===== config.mk =====
export PLATFORM = sky130hd
export DESIGN_NAME = router_dst_collector_flat
export DESIGN_NICKNAME = d
export VERILOG_FILES = /design/src/rtl/router_dst_collector_pkg.sv /design/src/rtl/router_dst_collector_if.sv /design/src/rtl/router_dst_collector_fifo.sv /design/src/rtl/router_dst_collector.sv /design/src/flat_wrapper.sv
export SDC_FILE = /design/constraint.sdc
export NUM_CORES = 1
export LEC_CHECK = 0
export BUFFER_PORTS_ARGS = -buffer_cell sky130_fd_sc_hd__buf_2
export CORE_MARGIN = 3
export CORE_UTILIZATION = 47
export DETAILED_ROUTE_END_ITERATION = 8
export HOLD_SLACK_MARGIN = 0.03
export PLACE_DENSITY = 0.8
export SYNTH_ARGS = -nofsm -noshare
export SYNTH_HDL_FRONTEND = slang
export SYNTH_SLANG_ARGS = --single-unit

===== constraint.sdc =====
create_clock -name clk -period 3.2 [get_ports clk]
set_clock_uncertainty 0.05 [all_clocks]
set_input_delay 0.32 -clock clk [delete_from_list [all_inputs] [get_ports clk]]
set_output_delay 0.32 -clock clk [all_outputs]
set_load 0.1 [all_outputs]

===== src/rtl/router_dst_collector_pkg.sv =====
// Shared types for the switch output-port collector.
//   DEF_ADDR_W / DEF_DATA_W : default address / data widths
//   IDLE_ADDR               : dst_addr value meaning "no beat on the wire"
//   beat_t                  : one buffered beat {addr, data} at default widths
//   coll_state_e            : collector control state (RUN / FLUSH)
package router_pkg;

  localparam int DEF_ADDR_W = 8;
  localparam int DEF_DATA_W = 16;

  localparam logic [DEF_ADDR_W-1:0] IDLE_ADDR = '0;

  typedef struct packed {
    logic [DEF_ADDR_W-1:0] addr;
    logic [DEF_DATA_W-1:0] data;
  } beat_t;

  typedef enum logic {
    RUN   = 1'b0,
    FLUSH = 1'b1
  } coll_state_e;

endpackage


===== src/rtl/router_dst_collector_if.sv =====
// Bus between the switch output port, the collector and its downstream consumer.
//   dst_addr / dst_data : switch output, sampled every clk; dst_addr==0 means idle
//   out_valid / out_ready / out_addr / out_data : downstream beat handshake
// Handshake: a beat transfers on a posedge where out_valid && out_ready. While
// out_valid is high and out_ready low, out_addr/out_data hold their value. out_valid
// never waits on out_ready; out_ready may be driven freely by the consumer.
// Modports: master = switch + consumer side, slave = collector.
interface router_dst_collector_if #(
  parameter int ADDR_W = 8,
  parameter int DATA_W = 16
);

  logic [ADDR_W-1:0] dst_addr;
  logic [DATA_W-1:0] dst_data;
  logic              out_valid;
  logic              out_ready;
  logic [ADDR_W-1:0] out_addr;
  logic [DATA_W-1:0] out_data;

  modport master (
    output dst_addr, dst_data, out_ready,
    input  out_valid, out_addr, out_data
  );

  modport slave (
    input  dst_addr, dst_data, out_ready,
    output out_valid, out_addr, out_data
  );

endinterface


===== src/rtl/router_dst_collector_fifo.sv =====
// router_sync_fifo: synchronous first-word-fall-through FIFO.
//   clk, reset_n : clock, asynchronous active-low reset
//   flush        : clears pointers and count; overrides push/pop that cycle
//   push, push_data : write request (ignored when full unless popping the same cycle)
//   pop          : read request (ignored when empty)
//   head         : entry at the read pointer (valid when !empty)
//   count        : occupancy 0..DEPTH; full/empty derive from it
module router_sync_fifo
  import router_pkg::*;
#(
  parameter type entry_t = beat_t,
  parameter int  DEPTH   = 8
) (
  input  logic                   clk,
  input  logic                   reset_n,
  input  logic                   flush,
  input  logic                   push,
  input  entry_t                 push_data,
  input  logic                   pop,
  output entry_t                 head,
  output logic [$clog2(DEPTH):0] count,
  output logic                   full,
  output logic                   empty
);

  localparam int PTR_W = $clog2(DEPTH);

  entry_t             mem [DEPTH];
  logic [PTR_W-1:0]   wr_ptr;
  logic [PTR_W-1:0]   rd_ptr;
  logic               push_ok;
  logic               pop_ok;

  assign empty = (count == '0);
  assign full  = (count == (PTR_W+1)'(DEPTH));

  // A pop frees the slot in the same cycle, so a push into a full FIFO succeeds then.
  assign pop_ok  = pop && !empty;
  assign push_ok = push && (!full || pop_ok);

  assign head = mem[rd_ptr];

  // DEPTH is a power of two, so pointers wrap naturally.
  always_ff @(posedge clk or negedge reset_n) begin
    if (!reset_n) begin
      wr_ptr <= '0;
      rd_ptr <= '0;
      count  <= '0;
    end else if (flush) begin
      wr_ptr <= '0;
      rd_ptr <= '0;
      count  <= '0;
    end else begin
      if (push_ok) wr_ptr <= wr_ptr + PTR_W'(1);
      if (pop_ok)  rd_ptr <= rd_ptr + PTR_W'(1);
      count <= count + (PTR_W+1)'(push_ok) - (PTR_W+1)'(pop_ok);
    end
  end

  // Storage carries no reset; head is only meaningful while !empty.
  always_ff @(posedge clk) begin
    if (push_ok && !flush) mem[wr_ptr] <= push_data;
  end

endmodule


===== src/rtl/router_dst_collector.sv =====
// router_dst_collector: sink end of one switch output port.
// Samples dst_addr/dst_data every clk, keeps beats addressed to cfg_port_addr,
// buffers them in a FWFT FIFO and presents them on a valid/ready handshake.
//   clk, reset_n   : clock, asynchronous active-low reset
//   bus (slave)    : dst_addr/dst_data in, out_valid/out_ready/out_addr/out_data
//   cfg_port_addr  : this port's address (0 disables capture)
//   cfg_flush      : discard buffered and in-flight beats
//   fifo_count     : occupancy, rx_cnt: matched beats, drop_cnt: overflow drops
//   dbg_state      : control state (RUN / FLUSH)
// Build option: ROUTER_DROP_CNT_EN defined implements drop_cnt; otherwise it reads 0.
module router_dst_collector
  import router_pkg::*;
#(
  parameter int ADDR_W     = DEF_ADDR_W,
  parameter int DATA_W     = DEF_DATA_W,
  parameter int FIFO_DEPTH = 8,
  parameter int CNT_W      = 16
) (
  input  logic                        clk,
  input  logic                        reset_n,
  router_dst_collector_if.slave       bus,
  input  logic [ADDR_W-1:0]           cfg_port_addr,
  input  logic                        cfg_flush,
  output logic [$clog2(FIFO_DEPTH):0] fifo_count,
  output logic [CNT_W-1:0]            rx_cnt,
  output logic [CNT_W-1:0]            drop_cnt,
  output coll_state_e                 dbg_state
);

  typedef struct packed {
    logic [ADDR_W-1:0] addr;
    logic [DATA_W-1:0] data;
  } slot_t;

  coll_state_e state, state_nxt;
  logic        match;
  logic        flush_act;
  logic        stage_vld;
  slot_t       stage_beat;
  slot_t       head;
  logic        fifo_full;
  logic        fifo_empty;
  logic        pop;
  logic        drop;

  assign match = (bus.dst_addr != ADDR_W'(IDLE_ADDR)) && (bus.dst_addr == cfg_port_addr);

  // Flush acts in the cycle cfg_flush is seen and throughout the FLUSH state.
  assign flush_act = cfg_flush || (state == FLUSH);

  // ---------------- control FSM ----------------
  always_ff @(posedge clk or negedge reset_n) begin
    if (!reset_n) state <= RUN;
    else          state <= state_nxt;
  end

  always_comb begin
    state_nxt = state;
    case (state)
      RUN:     if (cfg_flush) state_nxt = FLUSH;
      FLUSH:   state_nxt = cfg_flush ? FLUSH : RUN;
      default: state_nxt = RUN;
    endcase
  end

  assign dbg_state = state;

  // ---------------- match stage register ----------------
  always_ff @(posedge clk or negedge reset_n) begin
    if (!reset_n) begin
      stage_vld  <= 1'b0;
      stage_beat <= '0;
    end else if (flush_act) begin
      stage_vld  <= 1'b0;
      stage_beat <= '0;
    end else begin
      stage_vld <= match;
      if (match) stage_beat <= '{addr: bus.dst_addr, data: bus.dst_data};
    end
  end

  // ---------------- buffer ----------------
  router_sync_fifo #(
    .entry_t (slot_t),
    .DEPTH   (FIFO_DEPTH)
  ) u_fifo (
    .clk       (clk),
    .reset_n   (reset_n),
    .flush     (flush_act),
    .push      (stage_vld),
    .push_data (stage_beat),
    .pop       (pop),
    .head      (head),
    .count     (fifo_count),
    .full      (fifo_full),
    .empty     (fifo_empty)
  );

  // out_valid is masked while flushing so no beat is handed over that the
  // flush is about to discard.
  assign bus.out_valid = !fifo_empty && !flush_act;
  assign bus.out_addr  = bus.out_valid ? head.addr : '0;
  assign bus.out_data  = bus.out_valid ? head.data : '0;
  assign pop           = bus.out_valid && bus.out_ready;

  assign drop = stage_vld && fifo_full && !pop && !flush_act;

  // ---------------- counters ----------------
  always_ff @(posedge clk or negedge reset_n) begin
    if (!reset_n) begin
      rx_cnt <= '0;
    end else if (match && !flush_act && (rx_cnt != {CNT_W{1'b1}})) begin
      rx_cnt <= rx_cnt + CNT_W'(1);
    end
  end

`ifdef ROUTER_DROP_CNT_EN
  always_ff @(posedge clk or negedge reset_n) begin
    if (!reset_n) begin
      drop_cnt <= '0;
    end else if (drop && (drop_cnt != {CNT_W{1'b1}})) begin
      drop_cnt <= drop_cnt + CNT_W'(1);
    end
  end
`else
  assign drop_cnt = '0;
  logic unused_drop;
  assign unused_drop = drop;
`endif

endmodule


===== src/flat_wrapper.sv =====
// flat-port wrapper written by rule: the top's interface ports become plain ports
module router_dst_collector_flat import router_pkg::*;
#(
  parameter int ADDR_W     = DEF_ADDR_W,
  parameter int DATA_W     = DEF_DATA_W,
  parameter int FIFO_DEPTH = 8,
  parameter int CNT_W      = 16
)
  (clk, reset_n, cfg_port_addr, cfg_flush, fifo_count, rx_cnt, drop_cnt, dbg_state, bus_dst_addr, bus_dst_data, bus_out_ready, bus_out_valid, bus_out_addr, bus_out_data);
  router_dst_collector_if #(.ADDR_W(ADDR_W), .DATA_W(DATA_W)) bus_i ();
  input  logic clk;
  input  logic reset_n;
  input  logic [ADDR_W-1:0] cfg_port_addr;
  input  logic cfg_flush;
  output logic [$clog2(FIFO_DEPTH):0] fifo_count;
  output logic [CNT_W-1:0] rx_cnt;
  output logic [CNT_W-1:0] drop_cnt;
  output coll_state_e dbg_state;
  input wire logic [$bits(bus_i.dst_addr)-1:0] bus_dst_addr;
  input wire logic [$bits(bus_i.dst_data)-1:0] bus_dst_data;
  input wire logic [$bits(bus_i.out_ready)-1:0] bus_out_ready;
  output wire logic [$bits(bus_i.out_valid)-1:0] bus_out_valid;
  output wire logic [$bits(bus_i.out_addr)-1:0] bus_out_addr;
  output wire logic [$bits(bus_i.out_data)-1:0] bus_out_data;
  assign bus_i.dst_addr = bus_dst_addr;
  assign bus_i.dst_data = bus_dst_data;
  assign bus_i.out_ready = bus_out_ready;
  assign bus_out_valid = bus_i.out_valid;
  assign bus_out_addr = bus_i.out_addr;
  assign bus_out_data = bus_i.out_data;
  router_dst_collector #(.ADDR_W(ADDR_W), .DATA_W(DATA_W), .FIFO_DEPTH(FIFO_DEPTH), .CNT_W(CNT_W)) u_core (.clk(clk), .reset_n(reset_n), .bus(bus_i), .cfg_port_addr(cfg_port_addr), .cfg_flush(cfg_flush), .fifo_count(fifo_count), .rx_cnt(rx_cnt), .drop_cnt(drop_cnt), .dbg_state(dbg_state));
endmodule

==> flow_summary_export.csv <==
group,metric,value,unit
routing,vias,5358,
routing,vias_per_cell,5.56,
synth,ys.flop_type,"edfxtp_1",
cts,postCtsSetupBuffers,0,
finish,layout.nets,720,
floorplan,dieArea,22900,sq um
global_route,grt_max_degree,49,
floorplan,core_area,20500,sq um
cts,clock_latency,0.51,ns
setup_path,cp-start-kind,"flip-flop",
sta,fmax,356,MHz
routing,dr.pass1.iters,6,
worst_hold_path,min_path_cells,3,
global_route,grt_pass1_vias,5555,
synth,synth_cells,557,
routing,post-route-drc-count,0,
setup_path,required,2.83,ns
placement,port-buffer-count,81,
cts,ctsHtreeMaxLevel,1,
power,power.leakage,4.35,nW
setup_path,cp_max_fo,48,
floorplan,start_util,48.5,%
cts,cts_buffer_depth,3,
sta,period_needed,2.81,ns
sta,finalSetupViolations,0,
floorplan,pin_count,98,
cts,cts-resized-gates,0,
routing,wire_per_inst,20.8,um
synth,synth.distinct_cells,39,
sta,hold_viol_final,0,
synth,synth-async-reset-ratio,21.3,%
setup_path,setup.worst_path.end_class,"primary output",
finish,layout-drive-gt1-share,29.6,%
synth,ys_ff_latch,244,
routing,drt_iter0_markers,371,
finish,antenna_cells,0,
power,power.total,6.42,mW
job,maxCapViolations,0,
global_route,grt.total_usage,17.7,%
cts,cts_inserted_buffers,24,
finish,area_growth,17.6,%
synth,mappedNetlistArea,9940,sq um
cts,clock-sinks,244,
sta,period_share,87.8,%
placement,globalplace.congestion,0.834,
power,p_per_area,550,nW/um^2
power,ir_worst_vdd,0.000349,V
setup_path,cp.arrival,2.44,ns
status,status,"finished clean",
placement,post-dp-hpwl,11700,um
setup_path,worst-setup-path-type,"flip-flop to primary output",
sta,drv_slew,0,
sta,worst_slew_pin_slew,0.903,ns
sta,tns,0,ns
cts,cts_hold_buf,18,
synth,synth-edff-count,192,
cts,cts_root_buf,"clkbuf_16",
cts,path_clk_slew,0.06,ns
synth,syn_area_per_cell,17.8,sq um
global_route,grt_pass1_wl,31000,um
sta,relSlewSlack,39.8,%
worst_hold_path,hold_path.class,"input port to flip-flop",
floorplan,die_h,151,um
setup_path,rr_worst_depth,12,
global_route,antenna_found_initial,0,
synth,yosys_warnings,0,
floorplan,rows,52,
cts,cts_tree,"built",
floorplan,die_x,151,um
global_route,overflow,0,
routing,ant_nets,0,
synth,seq_area_frac_synth,71.1,%
sta,rsz0062_at_grt,"no",
routing,wl,20000,um
## logic make-up (layout without fill, tap and decap cells)
family / count (synthesis) / count (layout) / share of synthesized area, %
simple gates: 122 / 122 / 5.83
flops: 244 / 244 / 71.1
buf+inv: 45 / 166 / 2.71
other cells: 1 / 16 / 0.0377
fa+ha+maj: 9 / 9 / 1.21
mux: 100 / 100 / 16.2
xor+xnor: 26 / 26 / 2.29
compound gates: 10 / 10 / 0.655
## per-layer routing
layer	track usage, %	wire length (um)
met3	3.20	1480
met4	4.17	409
met1	25.1	8460
met5	0	0
met2	28.9	9660
## report_power, final
group / total [mW] / internal [mW] / switching, mW
registers: 3.39 / 3.38 / 0.00377
logic: 0.189 / 0.0428 / 0.147
clock network: 2.85 / 1.71 / 1.14
## synth_stat cells (3+ instances only)
cell	number	share of area [%]
and2_1	3	0.19
and3_1	4	0.25
buf_2	8	0.40
buf_4	16	1.2
buf_6	4	0.45
clkbuf_1	10	0.38
dfrtp_1	52	13
edfxtp_1	192	58
ha_1	8	1.0
inv_1	5	0.19
mux2i_1	49	4.9
mux4_2	48	11
nand2_1	14	0.53
nand3_1	10	0.50
nand4_1	11	0.69
nor2_1	64	2.4
nor4_1	3	0.19
o21ai_0	3	0.15
xnor2_1	17	1.5
xor2_1	9	0.79
## registers in the layout, indices dropped and copies added, names as in the netlist
signal	cells
u_core.rx_cnt	16
u_core.u_fifo.rd_ptr	3
u_core.u_fifo.count	4
u_core.u_fifo.wr_ptr	3
u_core.dbg_state	1
u_core.u_fifo.mem	192
u_core.stage_vld	1
u_core.stage_beat	24
## area by class of cell
type | count | area, sq um
Fill cell | 1499 | 8810
Sequential cell | 244 | 7070
Multi-Input combinational cell | 283 | 2700
Timing Repair Buffer | 117 | 746
Clock buffer | 33 | 707
Tap cell | 270 | 338
Clock inverter | 11 | 106
Inverter | 5 | 22.5
## worst max-delay path, stage by stage, from the launching register on
cell and delay, ns:
dfrtp_2 0.41, buf_12 0.34, mux4_2 0.56, mux2i_1 0.22, nor2_1 0.06, buf_2 0.30
## stage by stage
stage               hold slack [ns]  setup WS, ns  cells  area (sq um)  utilization, %
floorplan                   -0.0256      -0.00302    572         10000               -
global placement              0.412         0.864    901         10700            52.2
detailed placement            0.422         0.784    901         10700            52.2
CTS                          0.0539         0.302    963         11700            57.0
global route                 0.0793         0.194    963         11700            57.0
finish                       0.0702         0.389    963         11700            57.0
## worst paths after layout
check | start | end | slack [ns]
min in group asynchronous | reset_n | u_core.dbg_state | 0.43
hold / removal | bus_out_ready | u_core.u_fifo.rd_ptr[1] | 0.07
setup / recovery | u_core.u_fifo.rd_ptr[0] | bus_out_addr[0] | 0.39
hold reg to reg | u_core.rx_cnt[8] | u_core.rx_cnt[8] | 0.47
setup reg to reg | u_core.u_fifo.count[2] | u_core.u_fifo.count[2] | 0.75
max in group asynchronous | reset_n | u_core.stage_beat[14] | 1.82
## layout by cell type (no fill, tap or decap), types with 4 or more instances in the layout
master         netlist  layout
dfrtp_1             52      47
dfrtp_2              0       5
xor2_1               9       9
clkinv_1             0       4
mux2i_1             49      49
and3_1               4       4
buf_4               16      16
nand4_1             11      11
ha_1                 8       8
conb_1               1      16
dlygate4sd3_1        0      18
nor2_2               1       7
buf_2                8      81
mux4_2              48      48
clkbuf_16            0      26
nand3_1             10      10
clkbuf_1            10       4
xnor2_1             17      17
edfxtp_1           192     192
nand2_1             14      14
nor2_1              64      58
inv_1                5       4
Power figures use the tool's default switching activity.
